--- src/rtl/ex_mem_buffer.sv ---
// EX/MEM pipeline register with an architectural flag register, a one-deep
// shadow copy for save/restore, and a saturating stall-cycle counter.
module ex_mem_buffer #(
    parameter int DATA_W = 16,
    parameter int CTRL_W = 11,
    parameter int FLAG_W = 3
) (
    input  logic              clk,
    input  logic              rst,
    input  logic [CTRL_W-1:0] controlSignals_in,
    input  logic [DATA_W-1:0] aluResult_in,
    input  logic [DATA_W-1:0] storeData_in,
    input  logic [2:0]        writeAddr_in,
    input  logic              valid_in,
    input  logic [FLAG_W-1:0] aluFlags_in,
    input  logic [FLAG_W-1:0] flagEn_in,
    input  logic              stall,
    input  logic              flush,
    input  logic              flagSave,
    input  logic              flagRestore,
    output logic [CTRL_W-1:0] controlSignals_out,
    output logic [DATA_W-1:0] aluResult_out,
    output logic [DATA_W-1:0] storeData_out,
    output logic [2:0]        writeAddr_out,
    output logic              valid_out,
    output logic [FLAG_W-1:0] flags_out,
    output logic [7:0]        stallCount
);

    logic [CTRL_W-1:0] r_ctrl;
    logic [DATA_W-1:0] r_alu;
    logic [DATA_W-1:0] r_store;
    logic [2:0]        r_waddr;
    logic              r_valid;
    logic [FLAG_W-1:0] r_flags;
    logic [FLAG_W-1:0] r_shadow;
    logic [7:0]        r_stall_cnt;

    logic              w_load;
    logic              w_commit;
    logic [FLAG_W-1:0] w_flags_merged;
    logic              w_cnt_inc;

    assign w_load         = !flush && !stall;
    assign w_commit       = valid_in && w_load && !flagRestore;
    assign w_flags_merged = (r_flags & ~flagEn_in) | (aluFlags_in & flagEn_in);
    assign w_cnt_inc      = stall && !flush && (r_stall_cnt != 8'hFF);

    // Flush only kills valid/control; the data fields are don't-care once invalid.
    always_ff @(posedge clk or negedge rst) begin
        if (!rst) begin
            r_ctrl  <= '0;
            r_valid <= 1'b0;
        end else if (flush) begin
            r_ctrl  <= '0;
            r_valid <= 1'b0;
        end else if (!stall) begin
            r_ctrl  <= valid_in ? controlSignals_in : '0;
            r_valid <= valid_in;
        end
    end

    always_ff @(posedge clk or negedge rst) begin
        if (!rst) begin
            r_alu   <= '0;
            r_store <= '0;
            r_waddr <= '0;
        end else if (w_load) begin
            r_alu   <= aluResult_in;
            r_store <= storeData_in;
            r_waddr <= writeAddr_in;
        end
    end

    // Save and restore both read pre-edge values, so asserting both swaps.
    always_ff @(posedge clk or negedge rst) begin
        if (!rst) begin
            r_flags  <= '0;
            r_shadow <= '0;
        end else begin
            if (flagRestore)
                r_flags <= r_shadow;
            else if (w_commit)
                r_flags <= w_flags_merged;
            if (flagSave)
                r_shadow <= r_flags;
        end
    end

    always_ff @(posedge clk or negedge rst) begin
        if (!rst)
            r_stall_cnt <= '0;
        else if (w_cnt_inc)
            r_stall_cnt <= r_stall_cnt + 8'd1;
    end

    assign controlSignals_out = r_ctrl;
    assign aluResult_out      = r_alu;
    assign storeData_out      = r_store;
    assign writeAddr_out      = r_waddr;
    assign valid_out          = r_valid;
    assign flags_out          = r_flags;
    assign stallCount         = r_stall_cnt;

endmodule

--- config.mk ---
export PLATFORM = sky130hd
export DESIGN_NAME = ex_mem_buffer
export DESIGN_NICKNAME = d
export VERILOG_FILES = /design/src/rtl/ex_mem_buffer.sv
export SDC_FILE = /design/constraint.sdc
export NUM_CORES = 1
export LEC_CHECK = 0
export ABC_AREA = 1
export CAP_MARGIN = 20
export CORE_AREA = 4 4 80 82
export CTS_BUF_LIST = sky130_fd_sc_hd__clkbuf_4
export DETAILED_ROUTE_END_ITERATION = 6
export DIE_AREA = 0 0 84 86
export GPL_TIMING_DRIVEN = 0
export HOLD_SLACK_MARGIN = 0.02
export PLACE_DENSITY = 0.86
export SKIP_CTS_REPAIR_TIMING = 1
export SLEW_MARGIN = 30
export SYNTH_ARGS = -nofsm -noshare
export SYNTH_HDL_FRONTEND = slang
export SYNTH_SLANG_ARGS = --single-unit
export TNS_END_PERCENT = 5
--- constraint.sdc ---
create_clock -name clk -period 2 [get_ports clk]
set_input_delay 0.3 -clock clk [delete_from_list [all_inputs] [get_ports clk]]
set_output_delay 0.3 -clock clk [all_outputs]
set_load 0.02 [all_outputs]
==> implementation parameters <==
Parameter                              Value

Setup path
  Peak per-stage delay on the critical path ... 0.65 ns
  Crit path max-delay cell type ... sky130_fd_sc_hd__clkdlybuf4s50_1
  Number of buffers and inverters on the critical path ... 1
  Reg-to-reg critical path endpoint ... stallCount[1]
  Element type at the critical path start ... register
  Worst R2R Start ... stallCount[0]
  Maximum fanout along the worst path ... 7
  Origin of the worst setup path ... stallCount[0]
  Crit path kind ... reg -> out
  Critical path depth ... 1
  Critical path arrival ... 1.50 ns
  CP Cell Sequence ... clkdlybuf4s50_1
  Delay-heaviest family, CP ... buffers and inverters
  Length in cells of the worst reg-to-reg path ... 8
  Worst setup path end ... stallCount[0]
  Required @ worst endpoint ... 1.70 ns
  Minimum setup slack among reg-to-reg paths ... 0.55 ns
  Critical Path End Type ... output port

Timing
  Setup repair after global routing missed its margin ... no
  Final Critical Period ... 1.80 ns
  Pins over their slew limit ... 0
  Final setup violation count ... 0
  Final hold violations ... 0
  Worst setup skew after layout ... 0.00944 ns
  Maximum clock frequency ... 0.557 GHz
  Relative max-transition margin ... 72.1%
  Tcrit/Tclk final ... 89.8%
  Actual slew at the worst max-slew pin ... 0.418 ns

Finish
  Synthesis-to-layout area growth ... 55.3%
  Ratio of cells with drive above 1 in the final layout ... 7.02%
  Post-route cell area ... 3870 um^2
  Post-route core utilization ... 67.4%
  ANT cells ... 0
  FILL cells ... 498
  Post-layout net count ... 470

Global routing
  Met2 usage ... 32.4%
  Via count of the first global-routing pass ... 2299
  Global Route Usage Sum ... 18.3%
  Overflow left after global routing ... 0
  Layer with the highest usage after global routing ... met2
  Met1 GRT Util ... 20.2%
  Wire length of the first global-routing pass ... 10.5 mm
  Antenna violations before repair ... 0
  Met3 demand-to-capacity share in global routing ... 7.01%
  Pin count of the biggest net entering global routing ... 36

Drt
  Overall via count from detail_route ... 2277
  Drc violations ... 0
  Drt initial violations ... 73
  Drt total wl ... 6.35 mm
  First-pass detailed-route iteration total ... 4
  Via density ... 4.67
  Average wire per standard cell ... 13.0 um
  Final antenna-violating net count ... 0

CTS
  Latest clock arrival within the worst-skew pair ... 0.38 ns
  CTS tree ... built
  Clock Pin Slew Worst Setup and Hold Paths ... 0.10 ns
  Largest buffer count on any clock path ... 2
  Total clock buffers created by CTS ... 9
  Number of levels in the clock H-tree ... 3
  Number of clock sinks ... 61
  CTS root buffer ... sky130_fd_sc_hd__clkbuf_4

Floorplan
  Core ar. ... 5750 um^2
  Die outline height ... 86 um
  Effective utilization at floorplan ... 43.4%
  Die outline area ... 7220 um^2
  Number of primary I/O pins ... 117
  Die outline width ... 84 um
  Core Rows ... 28

Flow run
  Count of maximum capacitance violations ... 0

Synth
  Top cell type's share of synthesized area ... 61.2%
  Number of distinct library cell variants in the gate-level netlist after synthesis ... 19
  Proportion of register bits with asynchronous set or reset after synthesis ... 100%
  Number of storage elements in the synthesis netlist ... 61
  Synth Instances ... 281
  Dominant cells by area after synthesis ... sky130_fd_sc_hd__dfrtp_1 (61%), sky130_fd_sc_hd__nand2_1 (22%), sky130_fd_sc_hd__a22o_1 (3.9%), sky130_fd_sc_hd__nand3_1 (2.0%), sky130_fd_sc_hd__inv_1 (2.0%)
  Post-synth EDFFs ... 0
  Ys flop type ... sky130_fd_sc_hd__dfrtp_1
  Average cell area after synthesis ... 8.87 um^2
  Yosys warning count ... 0
  Library cell with the largest summed area after synthesis ... sky130_fd_sc_hd__dfrtp_1
  Sequential share of the synthesized area ... 61.2%
  Post-synthesis cell area ... 2490 um^2
  Synth top cells by count ... sky130_fd_sc_hd__nand2_1 (148), sky130_fd_sc_hd__dfrtp_1 (61), sky130_fd_sc_hd__inv_1 (13)
  Post-Syn Nets ... 341
  Most numerous cell in the Yosys netlist ... sky130_fd_sc_hd__nand2_1

Hold path
  Min-Delay Path Class ... in -> async

Power and ir drop
  IR Drop Worst-Case VDD ... 0.557 mV
  Power per standard cell area ... 791 nW/um^2
  LEAKAGE ... 0.00188 uW

Placement
  Cell Area, Placed ... 3770 um^2
  Routability-driven placement congestion ratio ... 0.788
  Final HPWL DP ... 4.96 mm
  Count of buffers inserted at the top-level ports ... 116

Outcome
  Status ... completed
cells by family after synthesis:
kind of cell	synth area share, %
fa+ha+maj	0.502
xor+xnor	0.703
flops	61.2
compound gates	5.97
simple gates	27.3
buf+inv	4.26
layer usage:
layer	wire length (um)	part of all wire, %
met2	3200	50
met4	104	1.6
met1	2540	40
met3	504	7.9
met5	0	0
through the flow:
step / hold WS (ns) / power (uW) / std cells / setup WS (ns) / setup TNS [ns]
floorplan: 0.00441 / 1910 / 281 / 0.591 / 0
global placement: 0.453 / 2400 / 472 / -1.28 / -77.93
detailed placement: 0.237 / 2440 / 473 / 0.256 / 0
CTS: -0.189 / 3110 / 487 / 0.171 / 0
global route: 0.383 / 3240 / 488 / 0.108 / 0
finish: 0.367 / 3060 / 488 / 0.203 / 0
cells in the final DEF, fill, tap and decap left out, types with 2 or more instances in the layout:
cell type,count
sky130_fd_sc_hd__nand2_1,148
sky130_fd_sc_hd__clkdlybuf4s50_1,115
sky130_fd_sc_hd__dfrtp_1,61
sky130_fd_sc_hd__inv_1,13
sky130_fd_sc_hd__a22o_1,11
sky130_fd_sc_hd__clkbuf_4,11
sky130_fd_sc_hd__nand3_1,10
sky130_fd_sc_hd__o21ai_0,8
sky130_fd_sc_hd__nor2_1,6
sky130_fd_sc_hd__buf_2,4
sky130_fd_sc_hd__clkbuf_1,4
sky130_fd_sc_hd__inv_2,3
sky130_fd_sc_hd__clkinv_2,3
sky130_fd_sc_hd__nor2_4,2
sky130_fd_sc_hd__nand2_2,2
sky130_fd_sc_hd__nand4_1,2
sky130_fd_sc_hd__xnor2_1,2
cell type report:
| class | instances | area (um^2) | share of cell area (%) |
|---|---|---|---|
| Multi-Input combinational cell | 195 | 861 | 22.2 |
| Buffer | 9 | 46.3 | 1.20 |
| Inverter | 16 | 60.1 | 1.55 |
| Tap cell | 75 | 93.8 | 2.42 |
| Sequential cell | 61 | 1530 | 39.4 |
| Timing Repair Buffer | 118 | 1190 | 30.7 |
| Clock buffer | 11 | 82.6 | 2.13 |
| Clock inverter | 3 | 15.0 | 0.388 |
registers in the layout, indices dropped and copies added, names as in the netlist, named ones only:
| register | flops |
|---|---|
| writeAddr_out | 3 |
| aluResult_out | 16 |
| r_shadow | 3 |
| valid_out | 1 |
| controlSignals_out | 11 |
| storeData_out | 16 |
| stallCount | 8 |
report_power, final:
group | leakage [uW] | internal [uW] | total, uW | switching [uW]
registers | 0.000774 | 1380 | 1510 | 128
clock network | 0.0000623 | 265 | 662 | 397
logic | 0.00105 | 448 | 889 | 441
total | 0.00188 | 2100 | 3060 | 966
how the worst min path moves through the flow:
stage / startpoint / endpoint / slack (ns) / cells past startpoint
floorplan: rst / async pin / 0.004 / 0
global placement: aluResult_out[5] / aluResult_out[5] / 0.45 / 2
detailed placement: rst / controlSignals_out[2] / 0.24 / 1
CTS: rst / stallCount[5] / -0.19 / 1
global route: rst / storeData_out[3] / 0.38 / 2
finish: rst / storeData_out[2] / 0.37 / 2
Power figures use the tool's default switching activity.
